===== config.mk =====
export PLATFORM = sky130hd
export DESIGN_NAME = abc_pulse_sequencer_flat
export DESIGN_NICKNAME = d
export VERILOG_FILES = /design/src/rtl/abc_pulse_sequencer_pkg.sv /design/src/rtl/abc_pulse_sequencer_if.sv /design/src/rtl/abc_pulse_sequencer_gap_timer.sv /design/src/rtl/abc_pulse_sequencer.sv /design/src/flat_wrapper.sv
export SDC_FILE = /design/constraint.sdc
export NUM_CORES = 1
export LEC_CHECK = 0
export ABC_AREA = 0
export CAP_MARGIN = 20
export CORE_UTILIZATION = 45
export CTS_CLUSTER_DIAMETER = 120
export DETAILED_ROUTE_END_ITERATION = 10
export GPL_ROUTABILITY_DRIVEN = 0
export PLACE_DENSITY_LB_ADDON = 0.25
export SLEW_MARGIN = 25
export SYNTH_ARGS = -nofsm -noshare
export SYNTH_HDL_FRONTEND = slang
export SYNTH_HIERARCHICAL = 1
export SYNTH_SLANG_ARGS = --single-unit

===== constraint.sdc =====
create_clock -name clk -period 3 [get_ports clk]
set_input_delay 0.6 -clock clk [delete_from_list [all_inputs] [get_ports clk]]
set_output_delay 0.6 -clock clk [all_outputs]
set_load 0.005 [all_outputs]

===== src/rtl/abc_pulse_sequencer_pkg.sv =====
// Shared types and defaults for the a->b->c pulse sequencer.
package abc_seq_pkg;

  localparam int GAP_CYCLES_DEF = 2;
  localparam int CNT_W_DEF      = 8;
  localparam int DONE_CNT_W_DEF = 16;
  localparam int GAP_W          = 8;

  typedef enum logic [2:0] {
    ST_IDLE = 3'd0,
    ST_PA   = 3'd1,
    ST_PB   = 3'd2,
    ST_PC   = 3'd3,
    ST_GAP  = 3'd4
  } state_e;

  // Cycles from the start edge to the edge that raises done for an
  // uninterrupted run; a request of 0 triplets behaves as 1.
  function automatic int run_cycles(input int n, input int gap);
    int m;
    m = (n < 1) ? 1 : n;
    return 3 * m + gap * (m - 1);
  endfunction

endpackage


===== src/rtl/abc_pulse_sequencer_if.sv =====
// Control/status bundle between a run requester and the pulse sequencer.
interface abc_seq_if #(
  parameter int CNT_W      = 8,
  parameter int DONE_CNT_W = 16
);
  logic                  start;
  logic [CNT_W-1:0]      repeat_cnt;
  logic                  abort;
  logic                  a;
  logic                  b;
  logic                  c;
  logic                  busy;
  logic                  done;
  logic [DONE_CNT_W-1:0] trip_count;

  modport master (
    output start, repeat_cnt, abort,
    input  a, b, c, busy, done, trip_count
  );

  modport slave (
    input  start, repeat_cnt, abort,
    output a, b, c, busy, done, trip_count
  );
endinterface


===== src/rtl/abc_pulse_sequencer_gap_timer.sv =====
// Loadable down-counter; tc is high while the count sits at zero.
module abc_gap_timer
  import abc_seq_pkg::*;
(
  input  logic             clk,
  input  logic             rst_n,
  input  logic             load,
  input  logic             en,
  input  logic [GAP_W-1:0] load_val,
  output logic             tc
);

  logic [GAP_W-1:0] cnt;

  // Load wins over counting; the count parks at zero.
  always_ff @(posedge clk) begin
    if (!rst_n) begin
      cnt <= '0;
    end else if (load) begin
      cnt <= load_val;
    end else if (en && cnt != '0) begin
      cnt <= cnt - GAP_W'(1);
    end
  end

  assign tc = (cnt == '0);

endmodule


===== src/rtl/abc_pulse_sequencer.sv =====
// Emits N one-hot a/b/c triplets per start, separated by GAP_CYCLES idle
// cycles, with busy/done status and a saturating completed-triplet count.
//
// state | meaning
// IDLE  | waiting for start, all pulses low
// PA    | a high
// PB    | b high
// PC    | c high; exit edge counts the triplet
// GAP   | all pulses low for GAP_CYCLES cycles
module abc_pulse_sequencer
  import abc_seq_pkg::*;
#(
  parameter int GAP_CYCLES = GAP_CYCLES_DEF,
  parameter int CNT_W      = CNT_W_DEF,
  parameter int DONE_CNT_W = DONE_CNT_W_DEF
) (
  input logic     clk,
  input logic     rst_n,
  abc_seq_if.slave bus
);

  localparam logic [2:0] S_IDLE = ST_IDLE;
  localparam logic [2:0] S_PA   = ST_PA;
  localparam logic [2:0] S_PB   = ST_PB;
  localparam logic [2:0] S_PC   = ST_PC;
  localparam logic [2:0] S_GAP  = ST_GAP;

  // The timer holds GAP_CYCLES-1 on entry so GAP lasts exactly GAP_CYCLES.
  localparam logic [GAP_W-1:0] GAP_LOAD =
    (GAP_CYCLES > 0) ? GAP_W'(GAP_CYCLES - 1) : '0;

  logic [2:0]            state, state_nxt;
  logic [CNT_W-1:0]      rem;
  logic [DONE_CNT_W-1:0] trip;
  logic                  a_q, b_q, c_q, busy_q, done_q;
  logic                  gap_load, gap_tc;
  logic                  run_go, pc_exit, rem_last;

  assign run_go   = (state == S_IDLE) && bus.start && !bus.abort;
  assign pc_exit  = (state == S_PC) && !bus.abort;
  assign rem_last = (rem == CNT_W'(1));

  abc_gap_timer u_gap (
    .clk      (clk),
    .rst_n    (rst_n),
    .load     (gap_load),
    .en       (state == S_GAP),
    .load_val (GAP_LOAD),
    .tc       (gap_tc)
  );

  // Next-state logic; abort from any state returns to IDLE.
  always_comb begin
    state_nxt = state;
    gap_load  = 1'b0;
    case (state)
      S_IDLE: if (run_go) state_nxt = S_PA;
      S_PA:   state_nxt = S_PB;
      S_PB:   state_nxt = S_PC;
      S_PC: begin
        if (rem_last) begin
          state_nxt = S_IDLE;
        end else if (GAP_CYCLES == 0) begin
          state_nxt = S_PA;
        end else begin
          state_nxt = S_GAP;
          gap_load  = 1'b1;
        end
      end
      S_GAP:  if (gap_tc) state_nxt = S_PA;
      default: state_nxt = S_IDLE;
    endcase
    if (bus.abort) state_nxt = S_IDLE;
  end

  // State, registered outputs, repeat counter and saturating trip counter.
  always_ff @(posedge clk) begin
    if (!rst_n) begin
      state  <= S_IDLE;
      rem    <= '0;
      trip   <= '0;
      a_q    <= 1'b0;
      b_q    <= 1'b0;
      c_q    <= 1'b0;
      busy_q <= 1'b0;
      done_q <= 1'b0;
    end else begin
      state  <= state_nxt;
      a_q    <= (state_nxt == S_PA);
      b_q    <= (state_nxt == S_PB);
      c_q    <= (state_nxt == S_PC);
      busy_q <= (state_nxt != S_IDLE);
      done_q <= pc_exit && rem_last;
      if (run_go) begin
        rem <= (bus.repeat_cnt == '0) ? CNT_W'(1) : bus.repeat_cnt;
      end else if (pc_exit) begin
        rem <= rem - CNT_W'(1);
      end
      if (pc_exit && trip != '1) begin
        trip <= trip + DONE_CNT_W'(1);
      end
    end
  end

  assign bus.a          = a_q;
  assign bus.b          = b_q;
  assign bus.c          = c_q;
  assign bus.busy       = busy_q;
  assign bus.done       = done_q;
  assign bus.trip_count = trip;

endmodule


===== src/flat_wrapper.sv =====
// flat-port wrapper written by rule: the top's interface ports become plain ports
module abc_pulse_sequencer_flat import abc_seq_pkg::*;
#(
  parameter int GAP_CYCLES = GAP_CYCLES_DEF,
  parameter int CNT_W      = CNT_W_DEF,
  parameter int DONE_CNT_W = DONE_CNT_W_DEF
)
  (clk, rst_n, bus_start, bus_repeat_cnt, bus_abort, bus_a, bus_b, bus_c, bus_busy, bus_done, bus_trip_count);
  abc_seq_if #(.CNT_W(CNT_W), .DONE_CNT_W(DONE_CNT_W)) bus_i ();
  input logic clk;
  input logic rst_n;
  input wire logic [$bits(bus_i.start)-1:0] bus_start;
  input wire logic [$bits(bus_i.repeat_cnt)-1:0] bus_repeat_cnt;
  input wire logic [$bits(bus_i.abort)-1:0] bus_abort;
  output wire logic [$bits(bus_i.a)-1:0] bus_a;
  output wire logic [$bits(bus_i.b)-1:0] bus_b;
  output wire logic [$bits(bus_i.c)-1:0] bus_c;
  output wire logic [$bits(bus_i.busy)-1:0] bus_busy;
  output wire logic [$bits(bus_i.done)-1:0] bus_done;
  output wire logic [$bits(bus_i.trip_count)-1:0] bus_trip_count;
  assign bus_i.start = bus_start;
  assign bus_i.repeat_cnt = bus_repeat_cnt;
  assign bus_i.abort = bus_abort;
  assign bus_a = bus_i.a;
  assign bus_b = bus_i.b;
  assign bus_c = bus_i.c;
  assign bus_busy = bus_i.busy;
  assign bus_done = bus_i.done;
  assign bus_trip_count = bus_i.trip_count;
  abc_pulse_sequencer #(.GAP_CYCLES(GAP_CYCLES), .CNT_W(CNT_W), .DONE_CNT_W(DONE_CNT_W)) u_core (.clk(clk), .rst_n(rst_n), .bus(bus_i));
endmodule

# == Yosys cells after proc, flatten, opt, wreduce, memory -nomap -nowiden ==
# Index checks and enable logic that the tools add are counted.
# word_totals
reg_bits,40
latch_bits,0
ram_bits,0
romBits,0
in_bits,12
output_inout_bits,21
wordCells,50
n_memories,0
# classes
n_addsub,3
n_mul,0
div_mod_pow,0
order_cmp,0
eq_ne,9
n_shift,0
mux,12
n_bitwise,1
n_reduce_logical,15
# op_table
operator,count
2-to-1 mux 8 bit,3
"adder 16 x 1 -> 16 bit, second input constant",1
logical NOT 8 bit,2
"!= test 16 bit, second input constant",1
"subtractor 8 x 1 -> 8 bit, second input constant",2
case mux 3 bit (5 select lines),1
"equality test 3 x 2 -> 1 bit, second input constant",4
2-to-1 mux 3 bit,4
"equality test 8 x 1 -> 1 bit, second input constant",1
nonzero test 8 bit,1
"equality test 3 x 1 -> 1 bit, second input constant",2
logical AND 1 bit,6
2-to-1 mux 1 bit,4
nonzero test 2 bit,2
"equality test 3 bit, second input constant",1
logical NOT 3 bit,1
nonzero test 3 bit,1
OR reduction 2 bit,1
logical NOT 1 bit,1
NOT 1 bit,1

# == Depth between registers and ports, before layout ==
# logic_depth
word_depth,7
depth_mapped,9
depth_no_buf,8

# == Hierarchy ==
# Netlist, hierarchy kept.
# by_module_without_submodules
module,n_inst,cells_each,area_per_inst_um2,seq_area_each_um2
abc_pulse_sequencer,1,191,1611.5,640.6
abc_gap_timer,1,58,508.0,160.2

# == Worst setup path before layout ==
# No wires, ideal clock.
# synth_timing
path_type,reg2reg
from,reg u_core.rem[2]
to,reg u_core.u_gap.cnt[1]
setup_ps,62
arrival_time_ps,1883
required_ps,2938
path_slack_ps,1055
path_stages_with_launch,6
n_path_buf,0
synth_period_minus_slack_ps,1945
cell_sequence,dfxtp_1 -> nor4_1 -> nor4bb_1 -> nor3_1 -> or4b_2 -> nand3_1
# synth_between
elab_chain_len,4
# synth_rtl
item,line_no,source
from (decl),abc_pulse_sequencer.sv:33,logic [CNT_W-1:0] rem;
from (signal assigned),abc_pulse_sequencer.sv:95,rem <= (bus.repeat_cnt == '0) ? CNT_W'(1) : bus.repeat_cnt;
from (signal assigned),abc_pulse_sequencer.sv:97,rem <= rem - CNT_W'(1);
equality test 8 x 1 -> 1 bit,abc_pulse_sequencer.sv:41,assign rem_last = (rem == CNT_W'(1));
2-to-1 mux 1 bit,abc_pulse_sequencer.sv:61,if (rem_last) begin
2-to-1 mux 1 bit,abc_pulse_sequencer.sv:56,case (state)
named net u_core.gap_load,abc_pulse_sequencer.sv:36,"logic gap_load, gap_tc;"
OR reduction 2 bit (no source line),n/a,
to (signal assigned),abc_pulse_sequencer_gap_timer.sv:20,cnt <= load_val;
to (signal assigned),abc_pulse_sequencer_gap_timer.sv:22,cnt <= cnt - GAP_W'(1);
to (decl),abc_pulse_sequencer_gap_timer.sv:13,logic [GAP_W-1:0] cnt;
# The timed path passes the listed nets, and every way through them passes these cells.
# A chain may end at the register's enable or synchronous reset.

# == Worst setup path in the final report ==
# layout_timing
from,reg u_core.u_gap.cnt[2]
to,reg u_core.a_q (netlist: u_core/bus.a)
# layout_between
elab_chain_len,5
# layout_rtl
item,line_no,source
logical NOT 8 bit,abc_pulse_sequencer_gap_timer.sv:26,assign tc = (cnt == '0);
named net u_core.gap_tc,abc_pulse_sequencer.sv:36,
2-to-1 mux 3 bit,abc_pulse_sequencer.sv:70,S_GAP: if (gap_tc) state_nxt = S_PA;
case mux 3 bit (5 select lines),abc_pulse_sequencer.sv:56,
2-to-1 mux 3 bit,abc_pulse_sequencer.sv:73,if (bus.abort) state_nxt = S_IDLE;
equality test 3 x 1 -> 1 bit,abc_pulse_sequencer.sv:89,a_q <= (state_nxt == S_PA);
to (signal assigned),abc_pulse_sequencer.sv:89,
to (decl),abc_pulse_sequencer.sv:35,"logic a_q, b_q, c_q, busy_q, done_q;"
# The timed path passes the listed nets, and every way through them passes these cells.

==> flow_summary.toml <==
[finish]
diodes = 0
multi_input_area_um2 = 1260
drive_gt1_frac = 0.0756
instances_no_fill = 343
n_fill_cell = 423
fin_util = 0.593
syn2layout_area_growth_pct = 24.3
layout.nets = 307
regArea_um2 = 801

[power]
peakVddDrop_uv = 326
leakagePower_nw = 0.909
power_density_nw_per_um2 = 384
power_mw = 1.01

[synthesis]
syn_area_um2 = 2120
synth-edff-count = 0
async_reset_ff_frac = 0
yosys.area.top_type = "dfxtp_1"
syn_area_per_cell_um2 = 8.51
synth.distinct_cells = 52
syn-instance-count = 249
synth-warning-count = 6
yosysSeqAreaShare = 0.378
yosysTopAreaCellShare = 0.378
ys.flop_type = "dfxtp_1"
synth.area.top_cells = "dfxtp_1, a21oi_1, o31ai_1, or4_1, ha_1"
ys_ff_latch = 40

[setup_path]
worstRegToRegCells = 6
reg2reg_from = "u_core/u_gap/cnt[2]"
worst-path-max-fanout = 6
r2r_slack_ps = 760
cp-end-kind = "flop"
reg2reg_to = "u_core/bus.a"
worst_ep_required_time_ps = 3230
cp-start-kind = "flop"
worstPathArrival_ps = 2470
worst-setup-path-type = "reg -> reg"

[floorplanning]
die_h_um = 70.6
std_cell_rows = 24
core_area_um2 = 4440
initial_utilization = 0.477
pin_count = 33
die-area_um2 = 4990
dieWidth_um = 70.6

[clocking]
holdBufCountCts = 0
cts.path.max_buffers = 2
clk_pin_slew_ps = 80
post_cts_resized = 0
cts_num_sinks = 40
numCtsBuffers = 5
cts-root-buf = "clkbuf_8"
cts_setup_buffers = 0
cts_tree = "done"
htreeDepth = 2
clk_latency_ps = 300

[drt]
routed_wl_mm = 4.89
vias = 2036
drtIter0Drc = 151
ant_nets = 0
wl_per_cell_um = 14.3
drc = 6
drtPass1Iterations = 7
vias_per_cell = 5.94

[sta]
max_freq_mhz = 447
final.period_utilization = 0.745
rsz0062_at_grt = "false"
final.setup.tns_ps = 0
fin_ws_ps = 765
fin_crit_ps = 2240
worstMarginPinSlew_ps = 561
slew_viol_final = 0
finalSetupViolCount = 0
relSlewSlack = 0.624
finalClockSkew_ps = 11.9
hold_viol = 0

[global_routing]
grt_max_degree = 29
grt_antenna_before_repair = 0
grt_pass1_wl_mm = 8.05
grt_pass1_vias = 1712
gr-total-overflow = 0
grt_usage = 0.201

[min_path]
hold_depth = 2
min-delay-start = "u_core/rem[1]"
hp-class = "reg -> reg"
min_to = "u_core/rem[1]"

[outcome]
outcome = "complete, but fails checks"
violations = "DRC"

[placement]
dp_slack_ps = 495
post-dp-hpwl_mm = 3.42
io_buffer_count = 32
dpl.cell_count = 335

[job]
maxCapViolCount = 0
[stage by stage]
stage          area (µm²)  hold WS [ps]
2_1_floorplan        2140           449
3_3_place_gp         2540           460
3_5_place_dp         2540           491
4_1_cts              2630           503
5_1_grt              2630           527
6_report             2630           500
[layout make-up]
class,count,area share
Clock buffer,6,0.0314
Multi-Input combinational cell,194,0.480
Tap cell,52,0.0247
Clock inverter,2,0.00570
Inverter,11,0.0157
Timing Repair Buffer,38,0.139
Sequential cell,40,0.304
[worst max-delay path, stage by stage (launching register included)]
cell and delay (ps):
dfxtp_1 360, or4_4 590, nor4_1 340, nand3b_1 120
a211oi_1 530, nand2_1 140, nor2_1 100
[sequential cells by signal (all words and copies together), names as in the netlist]
register and cells:
u_core/bus.trip_count 16, u_core/bus.a 1, u_core/bus.done 1, u_core/bus.busy 1
u_core/state 3, u_core/rem 8, u_core/bus.b 1, u_core/bus.c 1
u_core/u_gap/cnt 8
[worst max-delay path by stage]
stage                   startpoint                        end  slack [ps]  cells past startpoint
2_1_floorplan        u_core/rem[2]        u_core/u_gap/cnt[1]        1060                      5
3_3_place_gp             bus_abort  u_core/bus.trip_count[14]         580                      5
3_5_place_dp             bus_abort  u_core/bus.trip_count[14]         490                      5
4_1_cts        u_core/u_gap/cnt[2]               u_core/bus.a         750                      6
5_1_grt        u_core/u_gap/cnt[2]               u_core/bus.a         520                      6
6_report       u_core/u_gap/cnt[2]               u_core/bus.a         760                      6
[cells in the mapped netlist (all sizes together) (2+ instances only)]
library cell / n
or4: 12
nand2: 16
xnor2: 4
nor4: 9
o41ai: 2
o311ai: 2
and4: 2
dfxtp: 40
o211ai: 3
ha: 5
buf: 3
nand4: 7
mux2i: 4
a211oi: 3
o2bb2ai: 2
o31a: 2
or3: 4
nor3b: 3
a31oi: 5
inv: 10
conb: 2
clkbuf: 7
a21oi: 21
o2bb2a: 2
nand3b: 2
o21ai: 9
nand2b: 5
and2: 5
nor2: 13
o31ai: 11
nor3: 6
o21a: 3
nand3: 10
and3: 5
[placed cells by master, fill, tap and decap left out, types with 2 or more instances in the layout]
master,instances
nand2b_1,5
a211oi_1,3
or4_1,10
a31oi_1,5
conb_1,8
xnor2_1,4
nand3b_1,2
o31a_1,2
o31ai_1,11
nand3_1,10
clkbuf_8,6
o2bb2ai_1,2
a21oi_1,21
o21ai_0,8
dfxtp_1,40
and4_1,2
nor3b_1,3
inv_1,10
buf_4,6
o2bb2a_1,2
and2_1,5
nand4_1,7
clkinvlp_4,2
or3_1,3
nor3_1,6
mux2i_1,4
ha_1,5
clkdlybuf4s50_1,32
nand2_1,16
o211ai_1,3
nor2_1,13
and3_1,5
nor4_1,8
o21a_1,3
[kinds of logic (layout without fill, tap and decap cells)]
logic type | Yosys count | in the layout | synth area share
simple gates | 104 | 104 | 0.290
compound gates | 69 | 69 | 0.224
flops | 40 | 40 | 0.378
buf+inv | 21 | 57 | 0.0396
fa+ha+maj | 5 | 5 | 0.0295
xor+xnor | 4 | 4 | 0.0165
mux | 4 | 4 | 0.0189
other cells | 2 | 8 | 0.00354
[per-layer routing]
metal / up-vias / track usage / share of wire / wire length, µm
li1: 1020 / - / - / -
met5: - / 0 / 0 / 0
met4: 0 / 0.0778 / 0.011 / 52
met2: 54 / 0.305 / 0.44 / 2160
met3: 6 / 0.0427 / 0.048 / 237
met1: 956 / 0.282 / 0.50 / 2440
[report_power, final]
| part | internal (mW) | total (mW) | switching, mW |
|---|---|---|---|
| logic | 0.0383 | 0.0794 | 0.0411 |
| registers | 0.540 | 0.548 | 0.00826 |
| clock network | 0.186 | 0.383 | 0.197 |
| total | 0.764 | 1.01 | 0.246 |
Power figures use the tool's default switching activity.
